===== src/rtl/anita3_trig_pattern_buffer.sv =====
// ANITA-3 trigger pattern buffer: captures {phi pattern, RF count, event number}
// on each qualified trigger edge into a small FWFT FIFO drained by valid/ready.
module anita3_trig_pattern_buffer #(
    parameter int unsigned NUM_PHI    = 16,
    parameter int unsigned COUNT_BITS = 8,
    parameter int unsigned DEPTH_LOG2 = 2,
    parameter int unsigned EVNUM_BITS = 16
) (
    input  logic                    clk250_i,
    input  logic                    rst_n_i,
    input  logic                    trig_i,
    input  logic [2*NUM_PHI-1:0]    phi_i,
    input  logic [COUNT_BITS-1:0]   count_i,
    input  logic                    disable_i,
    output logic                    rd_valid_o,
    input  logic                    rd_ready_i,
    output logic [2*NUM_PHI-1:0]    rd_phi_o,
    output logic [COUNT_BITS-1:0]   rd_count_o,
    output logic [EVNUM_BITS-1:0]   rd_evnum_o,
    output logic                    busy_o,
    output logic [DEPTH_LOG2:0]     fill_o,
    output logic [EVNUM_BITS-1:0]   lost_o
);

    localparam int unsigned PHI_W  = 2 * NUM_PHI;
    localparam int unsigned DEPTH  = 1 << DEPTH_LOG2;
    localparam int unsigned FILL_W = DEPTH_LOG2 + 1;

    logic                  trig_q;
    logic [EVNUM_BITS-1:0] evcnt_q, evcnt_d;
    logic [EVNUM_BITS-1:0] lost_q, lost_d;
    logic [FILL_W-1:0]     fill_q, fill_d;
    logic                  valid_q, busy_q;
    logic [DEPTH_LOG2-1:0] wr_ptr_q, wr_ptr_d;
    logic [DEPTH_LOG2-1:0] rd_ptr_q, rd_ptr_d;

    logic [PHI_W-1:0]      phi_mem_q [DEPTH];
    logic [COUNT_BITS-1:0] cnt_mem_q [DEPTH];
    logic [EVNUM_BITS-1:0] ev_mem_q  [DEPTH];

    logic edge_c, pop_c, push_c, drop_c;

    // Qualify the trigger edge and decide push/pop/drop for this cycle.
    always_comb begin
        edge_c = trig_i & ~trig_q & ~disable_i;
        pop_c  = valid_q & rd_ready_i;
        // A full FIFO still accepts the push when the head leaves in the same cycle.
        push_c = edge_c & (~busy_q | pop_c);
        drop_c = edge_c & ~push_c;
    end

    // Next-state for counters, pointers and occupancy.
    always_comb begin
        evcnt_d  = evcnt_q;
        lost_d   = lost_q;
        fill_d   = fill_q;
        wr_ptr_d = wr_ptr_q;
        rd_ptr_d = rd_ptr_q;
        if (edge_c) evcnt_d = evcnt_q + EVNUM_BITS'(1);
        if (drop_c && (lost_q != '1)) lost_d = lost_q + EVNUM_BITS'(1);
        if (push_c) wr_ptr_d = wr_ptr_q + DEPTH_LOG2'(1);
        if (pop_c)  rd_ptr_d = rd_ptr_q + DEPTH_LOG2'(1);
        case ({push_c, pop_c})
            2'b10:   fill_d = fill_q + FILL_W'(1);
            2'b01:   fill_d = fill_q - FILL_W'(1);
            default: fill_d = fill_q;
        endcase
    end

    // Control and status registers; valid/busy are registered alongside fill.
    always_ff @(posedge clk250_i or negedge rst_n_i) begin
        if (!rst_n_i) begin
            trig_q   <= 1'b0;
            evcnt_q  <= '0;
            lost_q   <= '0;
            fill_q   <= '0;
            valid_q  <= 1'b0;
            busy_q   <= 1'b0;
            wr_ptr_q <= '0;
            rd_ptr_q <= '0;
        end else begin
            trig_q   <= trig_i;
            evcnt_q  <= evcnt_d;
            lost_q   <= lost_d;
            fill_q   <= fill_d;
            valid_q  <= (fill_d != '0);
            busy_q   <= (fill_d == FILL_W'(DEPTH));
            wr_ptr_q <= wr_ptr_d;
            rd_ptr_q <= rd_ptr_d;
        end
    end

    // Record storage; cleared on reset so the head reads zero afterwards.
    always_ff @(posedge clk250_i or negedge rst_n_i) begin
        if (!rst_n_i) begin
            for (int unsigned i = 0; i < DEPTH; i++) begin
                phi_mem_q[i] <= '0;
                cnt_mem_q[i] <= '0;
                ev_mem_q[i]  <= '0;
            end
        end else if (push_c) begin
            phi_mem_q[wr_ptr_q] <= phi_i;
            cnt_mem_q[wr_ptr_q] <= count_i;
            ev_mem_q[wr_ptr_q]  <= evcnt_q;
        end
    end

    assign rd_valid_o = valid_q;
    assign busy_o     = busy_q;
    assign fill_o     = fill_q;
    assign lost_o     = lost_q;
    assign rd_phi_o   = phi_mem_q[rd_ptr_q];
    assign rd_count_o = cnt_mem_q[rd_ptr_q];
    assign rd_evnum_o = ev_mem_q[rd_ptr_q];

endmodule

===== config.mk =====
export PLATFORM = sky130hd
export DESIGN_NAME = anita3_trig_pattern_buffer
export DESIGN_NICKNAME = d
export VERILOG_FILES = /design/src/rtl/anita3_trig_pattern_buffer.sv
export SDC_FILE = /design/constraint.sdc
export NUM_CORES = 1
export LEC_CHECK = 0
export ABC_AREA = 1
export CAP_MARGIN = 40
export CORE_MARGIN = 2
export CORE_UTILIZATION = 53
export CTS_BUF_LIST = sky130_fd_sc_hd__clkbuf_8
export DETAILED_ROUTE_END_ITERATION = 12
export PLACE_DENSITY = 0.8
export SYNTH_ARGS = -nofsm -noshare
export SYNTH_HDL_FRONTEND = slang
export SYNTH_SLANG_ARGS = --single-unit

===== constraint.sdc =====
create_clock -name clk250_i -period 2 [get_ports clk250_i]
set_input_delay 0.6 -clock clk250_i [delete_from_list [all_inputs] [get_ports clk250_i]]
set_output_delay 0.6 -clock clk250_i [all_outputs]
set_load 0.02 [all_outputs]

* Word-level counts from Yosys, hierarchy flattened
Index checks and enable logic that the tools add are counted.
** Word-level totals
- Output and inout bits :: 77
- Word-level logic and storage cells :: 67
- Input bits :: 45
- Register bits :: 266
** Operators by class
- $lt $le $gt $ge :: 3
- Bitwise logic cells :: 12
- Multiplexer cells :: 19
- Equal/unequal tests :: 4
- Add/subtract/negate cells :: 6
- Reduce and logical (&&, ||, !) cells :: 3
** Operators with widths (count)
- 128-bit bitwise mux :: 1
- 32-bit two-way mux :: 3
- 32-bit binary-select mux with 2-bit select :: 1
- 64-bit bitwise mux :: 1
- 32-bit demux with 2-bit select :: 1
- 16-bit two-way mux :: 3
- 16-bit by 1-bit adder with 16-bit output (second input constant) :: 2
- 16-bit binary-select mux with 2-bit select :: 1
- 32-bit bitwise mux :: 1
- 16-bit demux with 2-bit select :: 1
- 8-bit two-way mux :: 3
- 8-bit binary-select mux with 2-bit select :: 1
- 8-bit demux with 2-bit select :: 1
- 16-bit inequality test (second input constant) :: 1
- 3-bit greater-or-equal comparator (second input constant) :: 2
- 2-bit NOT with 3-bit output :: 2
- 3-bit case mux with 2 select lines :: 1
- 1-bit AND :: 5
- 2-bit by 1-bit adder with 2-bit output (second input constant) :: 2
- 1-bit NOT :: 4
- 3-bit by 1-bit adder with 3-bit output (second input constant) :: 1
- 3-bit == test (second input constant) :: 1
- 3-bit by 1-bit less-than comparator with 1-bit output (second input constant) :: 1
- 3-bit nonzero test :: 1
- 5 further kinds :: 6

* Logic depth before layout (Yosys ltp)
Gate-level depths: netlist of run 1.
- Depth in word-level cells :: 7
- Gate-level depth with buffers :: 11

* Worst setup path after synthesis of run 1
No wires, ideal clock.
- Path type :: input -> register
- From :: input port disable_i
- To :: register busy_q, in the netlist busy_o
- Library setup time :: 0.071 ns
- Cell stages on the path :: 10
- Slack :: -0.140 ns
- Data arrival time :: 2.068 ns
- Buffers on the path :: 0
- Data required time :: 1.929 ns
- Path through :: inv_1 -> nand3_4 -> inv_4 -> nand2_4 -> ha_1 -> fa_1 -> mux2_2 -> nor2_1 -> inv_1 -> nor2_1
** On the way
- Cells in the longest elaborated chain, start to end :: 6
- Elaborated cells on any way between the ends :: 7
** Ends and longest elaborated chain
- start: declaration :: line 14 : input logic disable_i,
- 1-bit NOT (*) :: line 45 : edge_c = trig_i & ~trig_q & ~disable_i;
- 1-bit AND (*) :: line 45
- 1-bit AND (*) :: line 48 : push_c = edge_c & (~busy_q | pop_c);
- 2-bit by 1-bit == test with 1-bit output or 2-bit == test (tied branches) :: line 63 : case ({push_c, pop_c})
- 3-bit case mux with 2 select lines (*) :: line 63
- via fill_d[1] :: line 32 : logic [FILL_W-1:0] fill_q, fill_d;
- 3-bit == test (*) :: line 87 : busy_q <= (fill_d == FILL_W'(DEPTH));
- end signal: assignment :: line 87
- end: declaration :: line 33 : logic valid_q, busy_q;
The timed path passes the listed nets; every way through them passes the cells marked *.
A chain may end at the register's enable or synchronous reset.

* Worst setup path after layout of run 1
- From :: register rd_ptr_q[0]
- To :: output port rd_count_o[1]
** On the way
- Cells in the longest elaborated chain, start to end :: 4
** Ends and longest elaborated chain
- start: declaration :: line 35 : logic [DEPTH_LOG2-1:0] rd_ptr_q, rd_ptr_d;
- start signal: assignment :: line 89 : rd_ptr_q <= rd_ptr_d;
- 2-bit NOT with 3-bit output (implied by the code) :: line 113 : assign rd_count_o = cnt_mem_q[rd_ptr_q];
- 8-bit binary-select mux with 2-bit select :: line 113
- 8-bit two-way mux (implied by the code) (2 in a row) :: line 113
- end: declaration :: line 18 : output logic [COUNT_BITS-1:0] rd_count_o,
No other way between the ends. The select of a mux whose other input is x is not followed.

==> results of run 1 <==
==> kinds of logic after synthesis <==
kind of cell             synth area share (%)
flip-flops                              54.66
AO/OA/AOI/OAI                           18.40
buffers and inverters                   8.065
XOR/XNOR                                1.510
AND/OR/NAND/NOR                         16.39
multiplexers                          0.09246
adder cells (fa/ha/maj)                0.8836
==> final cells by class <==
cell class	instances	area [sq um]
clock buffers	58	798.3
clock inverters	25	102.6
fillers	1718	6827
inverters	93	384.1
multi-input cells	939	5014
flip-flops and latches	266	6661
well taps	285	356.6
repair buffers	208	2429
==> path summary, 6_finish.rpt <==
check                                   from             end  slack, ps  cells past startpoint
worst max-delay path             rd_ptr_q[0]   rd_count_o[1]       -510                      6
worst min-delay path                  trig_i          trig_q        360                      1
worst max register to register        trig_q          busy_o         90                     10
worst min register to register  ev_mem_q[36]    ev_mem_q[36]        480                      2
max in group asynchronous            rst_n_i  phi_mem_q[121]        850                      3
min in group asynchronous            rst_n_i  phi_mem_q[102]        500                      2
==> stage by stage <==
step	utilization (%)	setup WS (ps)
finish	69.76	-509.4
global route	69.76	-554.4
CTS	68.53	-512.5
detailed placement	62.49	-755.8
global placement	62.49	-646.1
floorplan	-	-60.69
==> sequential cells by signal, summed over array words and instances, names as in the netlist <==
signal      count
evcnt_q        16
rd_ptr_q        2
trig_q          1
wr_ptr_q        2
fill_o          3
lost_o         16
cnt_mem_q      32
rd_valid_o      1
busy_o          1
ev_mem_q       64
phi_mem_q     128
==> report_power, final <==
group | switching [W] | internal, W | total [W]
Clock | 0.00216 | 0.00260 | 0.00476
Combinational | 0.00717 | 0.00595 | 0.0131
Sequential | 0.00155 | 0.00763 | 0.00918
==> worst register-to-register path, stage by stage (launching register included) <==
cell	delay (ps)
dfrtp_1	360
inv_1	90
nand3_4	90
inv_4	70
nand2_4	60
ha_4	170
fa_2	440
mux2_4	300
nor2_4	110
inv_1	50
nor2_1	100
==> cell usage in the layout, fill, tap and decap left out, drive strengths merged <==
cell type,Yosys,layout
a21oi,1,1
mux2,1,1
nand3,18,18
dfrtp,266,266
clkinv,0,5
o22ai,56,56
nand4,9,9
clkdlybuf4s15,0,2
o21ai,349,349
dlygate4sd3,0,1
inv,93,112
clkinvlp,0,1
buf,47,143
dlymetal6s2s,0,1
xor2,20,20
ha,7,7
nand2,324,324
fa,1,1
nor3,2,2
dlygate4sd2,0,17
xnor2,1,1
clkbuf,39,62
clkdlybuf4s50,0,40
nor2,150,150
==> layer usage <==
layer | track usage [%] | share of wire (%) | vias to the layer above
met4 | 9.567 | 2.8 | 0
met3 | 4.806 | 5.7 | 86
met1 | 35.08 | 43 | 5078
met5 | 0 | 0 | -
li1 | - | - | 4916
met2 | 42.52 | 49 | 340
==> timing repair <==
item / in CTS / in global routing
hold buffers: 1 / 0
endpoints found under the hold margin: 19 / 0
pin swaps: 29 / 30
setup buffers: 7 / 2
cloned: 8 / 0
setup endpoints to repair: 79 / 65
resized for setup: 443 / 122
==> summary.md, run 1 <==
| Metric | Value |
|---|---|
| Family with the most delay on the worst path | buffers and inverters |
| GRT Resource Usage Total | 26.03% |
| PwrDens | 1719 nW/um^2 |
| # IOs | between 100 and 150 |
| Critical path capture point type | output port |
| Antenna cells | 0 |
| Area Overhead vs Synth | 29.29% |
| First-pass DRT Iterations | 5 |
| Core area | around 23000 sq um |
| Seq/Total Area, Yosys | 54.66% |
| VDD IR max | 0.8659 mV |
| Post-DP Area | ~14000 sq um |
| Final Power | 0.02706 W |
| Fmax | 398.5 MHz |
| Total CTS buffers | 45 |
| Syn avg cell area | approximately 8.8 sq um |
| Dpl hpwl | about 19 mm |
| PortBufs | approximately 120 |
| Root Driver | clkbuf_8 |
| Layout cells sized above 1 | about 23% |
| CP cell instances | buf_12 -> buf_8 -> buf_16 -> o21ai_4 -> o22ai_2 -> buf_6 |
| WL/cell | 16.60 um |
| Finished layout cell area | 15750 sq um |
| Violated checks | setup timing |
| Skew final | 22.71 ps |
| Clock Latency Late Sink | 550 ps |
| CP peak stage delay | 530 ps |
| WS Path Type | reg2out |
| Yosys Warn Count | 0 |
| First-pass GRT wire length | 51.38 mm |
| Post-route ant nets | 0 |
| Hold WS | 357.1 ps |
| Layout Nets | 1606 |
| Total Wirelength | 31.10 mm |
| Top post-synthesis cells by count | 318 x nand2_1, 266 x dfrtp_1, 238 x o21ai_0 |
| Syn Inst Count | 1384 |
| Clock tree buffer depth | 3 |
| Post-synthesis cell type count | 30 |
| Worst path slowest cell | dfrtp_4 |
| LEAKAGE | between 7 and 8 nW |
| Remaining DRCs | 0 |
| Clock sink total | 266 |
| Post-route insts no fill | 1874 |
| HP Class | in2reg |
| Die height | 155.6 um |
| Total gr overflow | 0 |
| Largest net degree at the start of global routing | 74 |
| Most common cell in the netlist | nand2_1 |
| Synth area leader | dfrtp_1 |
| Die W | 155.6 um |
| Mapped Nets | 1437 |
| Main synth FF type | dfrtp_1 |
| H-tree levels | 2 |
| Drt via density | 5.560 |
| Slew Limit Fails | 0 |
| Register bit total from synthesis | between 200 and 300 |
| Final hold viol count | 0 |
| Nature of the critical path startpoint | flop |
| Area contributors post-synth | dfrtp_1 55%, nand2_1 9.8%, o21ai_0 9.8%, nor2_1 4.6%, buf_6 3.5% |
| Yosys top cell area share | 54.66% |
| Slew Limit Headroom | ~73% |
| CP bufs+invs | 4 |
| Fin crit period | ~2500 ps |
| Post-route setup slack | -509.4 ps |
| Max-cap violations | 0 |
| Outcome | finished with violations |
| Die area | 24210 sq um |
| CTS tree | done |
| Worst-path fanout max | 7 |
| Final worst-path cycle share | 125.5% |
| Post-synth ARST share | 100.0% |
| Post-synth EDFFs | 0 |
| Setup TNS | -23980 ps |
| Antenna violations before repair | 0 |
| Drt initial violations | 696 |
| Clk slew on worst S/H paths | 60 ps |
| Vias | 10420 |
| Syn Std Cell Area | 12180 sq um |
| CP required | 1400 ps |
| Setup violators final | 56 |
| Starting density of the core | 53.95% |
| WP data arrival | 1910 ps |
| Site Rows | 55 |
| RSZ-0062 raised after global routing | true |
| # placed instances | 1776 |
| Worst slew pin tran | about 400 ps |
| GPL Wtd Cong | about 0.85 |
| Number of global-route vias before repair | 10388 |
(Power assumes the default switching activity.)
==> inputs of run 2 (changes only) <==
--- a/config.mk
+++ b/config.mk
@@ -12,6 +12,7 @@
 export CTS_BUF_LIST = sky130_fd_sc_hd__clkbuf_8
 export DETAILED_ROUTE_END_ITERATION = 12
 export PLACE_DENSITY = 0.8
+export SETUP_SLACK_MARGIN = 0.05
 export SYNTH_ARGS = -nofsm -noshare
 export SYNTH_HDL_FRONTEND = slang
 export SYNTH_SLANG_ARGS = --single-unit
==> summary.md, run 2 (synthesis results as in run 1) <==
| Metric | Value |
|---|---|
| Outcome | finished with violations |
| Violated checks | setup timing |
| # IOs | 122 (unchanged) |
| HP Class | in2reg |
| Clk slew on worst S/H paths | 60 ps (about the same) |
| Most frequent cells in the layout | 317 x nand2_1, 262 x dfrtp_1, 148 x o21ai_0 |
| Dpl hpwl | 19.07 mm (+2.9%) |
| First-pass GRT wire length | 49.43 mm (-3.8%) |
| GPL Wtd Cong | 0.8548 (+1.1%) |
| Layout cells sized above 1 | 25.34% (+2.8 points) |
| Root Driver | clkbuf_8 |
| Die area | 24210 sq um (unchanged) |
| CP required | 1400 ps (about the same) |
| Commonest non-fill, non-tap cell in the layout | nand2_1 |
| VDD IR max | 0.9831 mV (+14%) |
| GRT Resource Usage Total | 24.99% (-1.0 points) |
| Critical path capture point type | output port |
| Clock sink total | 266 (unchanged) |
| Post-route ant nets | 0 (unchanged) |
| Fin crit period | 2461 ps (-48.02 ps) |
| WS Path Type | reg2out |
| Final hold viol count | 0 (unchanged) |
| Drt via density | 5.514 (-0.83%) |
| CTS tree | done |
| Setup violators final | 56 (unchanged) |
| Worst path slowest cell | dfrtp_4 |
| Net load switching power | 0.01081 W (-0.71%) |
| Layout Nets | 1593 (-0.81%) |
| H-tree levels | 2 (unchanged) |
| Total CTS buffers | 45 (unchanged) |
| PwrDens | 1711 nW/um^2 (-0.46%) |
| CP startpoint | rd_ptr_q[0] |
| Remaining DRCs | 0 (unchanged) |
| Nature of the critical path startpoint | flop |
| Die W | 155.6 um (unchanged) |
| Total Wirelength | 30.09 mm (-3.2%) |
| Fill cell count | 1753 (+2.0%) |
| Area Overhead vs Synth | 28.65% |
| Clock tree buffer depth | 3 (unchanged) |
| First-pass DRT Iterations | 7 (+2) |
| Reg with most FFs | phi_mem_q |
| RSZ-0062 raised after global routing | true |
| WL/cell | 16.25 um (-2.1%) |
| Min-delay src | trig_i |
| CP peak stage delay | 480 ps (-50 ps) |
| Slew Limit Fails | 0 (unchanged) |
| LEAKAGE | 7.553 nW (-0.87%) |
| CP bufs+invs | 3 (-1) |
| Clock Latency Late Sink | 540 ps (about the same) |
| Comb power frac | 47.8% (-0.7 points) |
| Antenna cells | 0 (unchanged) |
| Number of global-route vias before repair | 10108 (-2.7%) |
| Pre-CTS WS | -718.6 ps (+37.14 ps) |
| Worst slew pin tran | 372.9 ps (-28.98 ps) |
| Pint | 0.01600 W (-1.1%) |
| Site Rows | 55 (unchanged) |
| R2r startpoint | trig_q |
| WP data arrival | 1860 ps (-50 ps) |
| Post-route setup slack | -461.4 ps (+48.02 ps) |
| Sw frac | 40.32% (+0.10 points) |
| Core area | 22570 sq um (unchanged) |
| Final worst-path cycle share | 123.1% (-2.4 points) |
| Hold WS | 369.8 ps (+12.69 ps) |
| Max reg flops | 128 (unchanged) |
| Antenna violations before repair | 0 (unchanged) |
| Family with the most delay on the worst path | buffers and inverters |
| Skew final | 25.76 ps (+3.052 ps) |
| Die height | 155.6 um (unchanged) |
| CP cell instances | buf_12 -> buf_12 -> nor2_2 -> o22ai_2 -> buf_6 |
| PortBufs | 121 (unchanged) |
| Top flop regs | phi_mem_q: 128 flops, ev_mem_q: 64 flops, cnt_mem_q: 32 flops |
| Reg power frac | 34.3% (+0.4 points) |
| Fmax | 406.3 MHz (+2.0%) |
| Starting density of the core | 53.95% (unchanged) |
| Slew Limit Headroom | 75.14% (+2.1 points) |
| Largest net degree at the start of global routing | 54 (-27%) |
| Max-cap violations | 0 (unchanged) |
| Clock network power share | 17.9% (+0.3 points) |
| Vias | 10212 (-2.0%) |
| Drt initial violations | 716 (+2.9%) |
| CP dominant cell by count | buf_12 |
| Total gr overflow | 0 (unchanged) |
| Worst-path fanout max | 19 (+12) |
run 2: changes by cell type in the layout (fill, tap and decap cells not counted), sizes merged:
cell           change
dlygate4sd2       -11
bufinv             +1
clkinv             -2
clkbuf            +12
clkdlybuf4s15      +2
buf               -15
inv                -9
run 2: repair_timing:
action / 4_1_cts / 5_1_grt
pin swaps: 9 / 10
setup endpoints to repair: 80 / 74
gates cloned: 1 / 2
gates resized for setup: 397 / 135
hold buffers: 1 / 0
endpoints found under the hold margin: 34 / 0
buffers inserted: 2 / 4
run 2: worst paths after layout:
check                           slack [ps]             end  cells past startpoint
worst max-delay path                  -460   rd_evnum_o[2]                      5
worst min-delay path                   370          trig_q                      1
worst max register to register         140          busy_o                     11
worst min register to register         480    ev_mem_q[63]                      2
max in group asynchronous              830  phi_mem_q[117]                      3
min in group asynchronous              550   phi_mem_q[38]                      2
run 2: metal layers:
layer | track usage, % | up-vias | wire [um]
met1 | 33.71 | 4990 | 13070
met2 | 42.37 | 304 | 14980
li1 | - | 4881 | -
met3 | 4.611 | 37 | 1644
met4 | 5.898 | 0 | 401
met5 | 0 | - | 0
run 2: metrics by stage:
step / instance area [sq um] / TNS, ps / utilization (%) / cells / power [W]
global route: 15670 / -27320 / 69.41 / 1852 / 0.02850
floorplan: 12560 / -112.4 / - / 1384 / 0.01611
finish: 15670 / -23640 / 69.41 / 1852 / 0.02680
global placement: 14420 / -75400 / 63.88 / 1768 / 0.02063
CTS: 15380 / -24920 / 68.16 / 1846 / 0.02599
detailed placement: 14420 / -82980 / 63.88 / 1768 / 0.02104
run 2: final cells by class:
cell class                 count  area, sq um  share of cell area, %
inverter                      93        384.1                  2.452
sequential                   266         6664                  42.54
clock inverter                15        88.84                 0.5670
tap                          285        356.6                  2.276
clock buffer                  59        812.0                  5.183
multi-input combinational    939         5228                  33.37
timing repair buffer         195         2133                  13.62
run 2: power groups by stage:
stage / Combinational [W] / Clock [W] / Sequential [W]
2_1_floorplan: 0.00732 / 0 / 0.00879
3_3_place_gp: 0.0118 / 0 / 0.00887
3_5_place_dp: 0.0121 / 0 / 0.00897
4_1_cts: 0.0121 / 0.00491 / 0.00902
5_1_grt: 0.0139 / 0.00516 / 0.00945
6_report: 0.0128 / 0.00480 / 0.00919
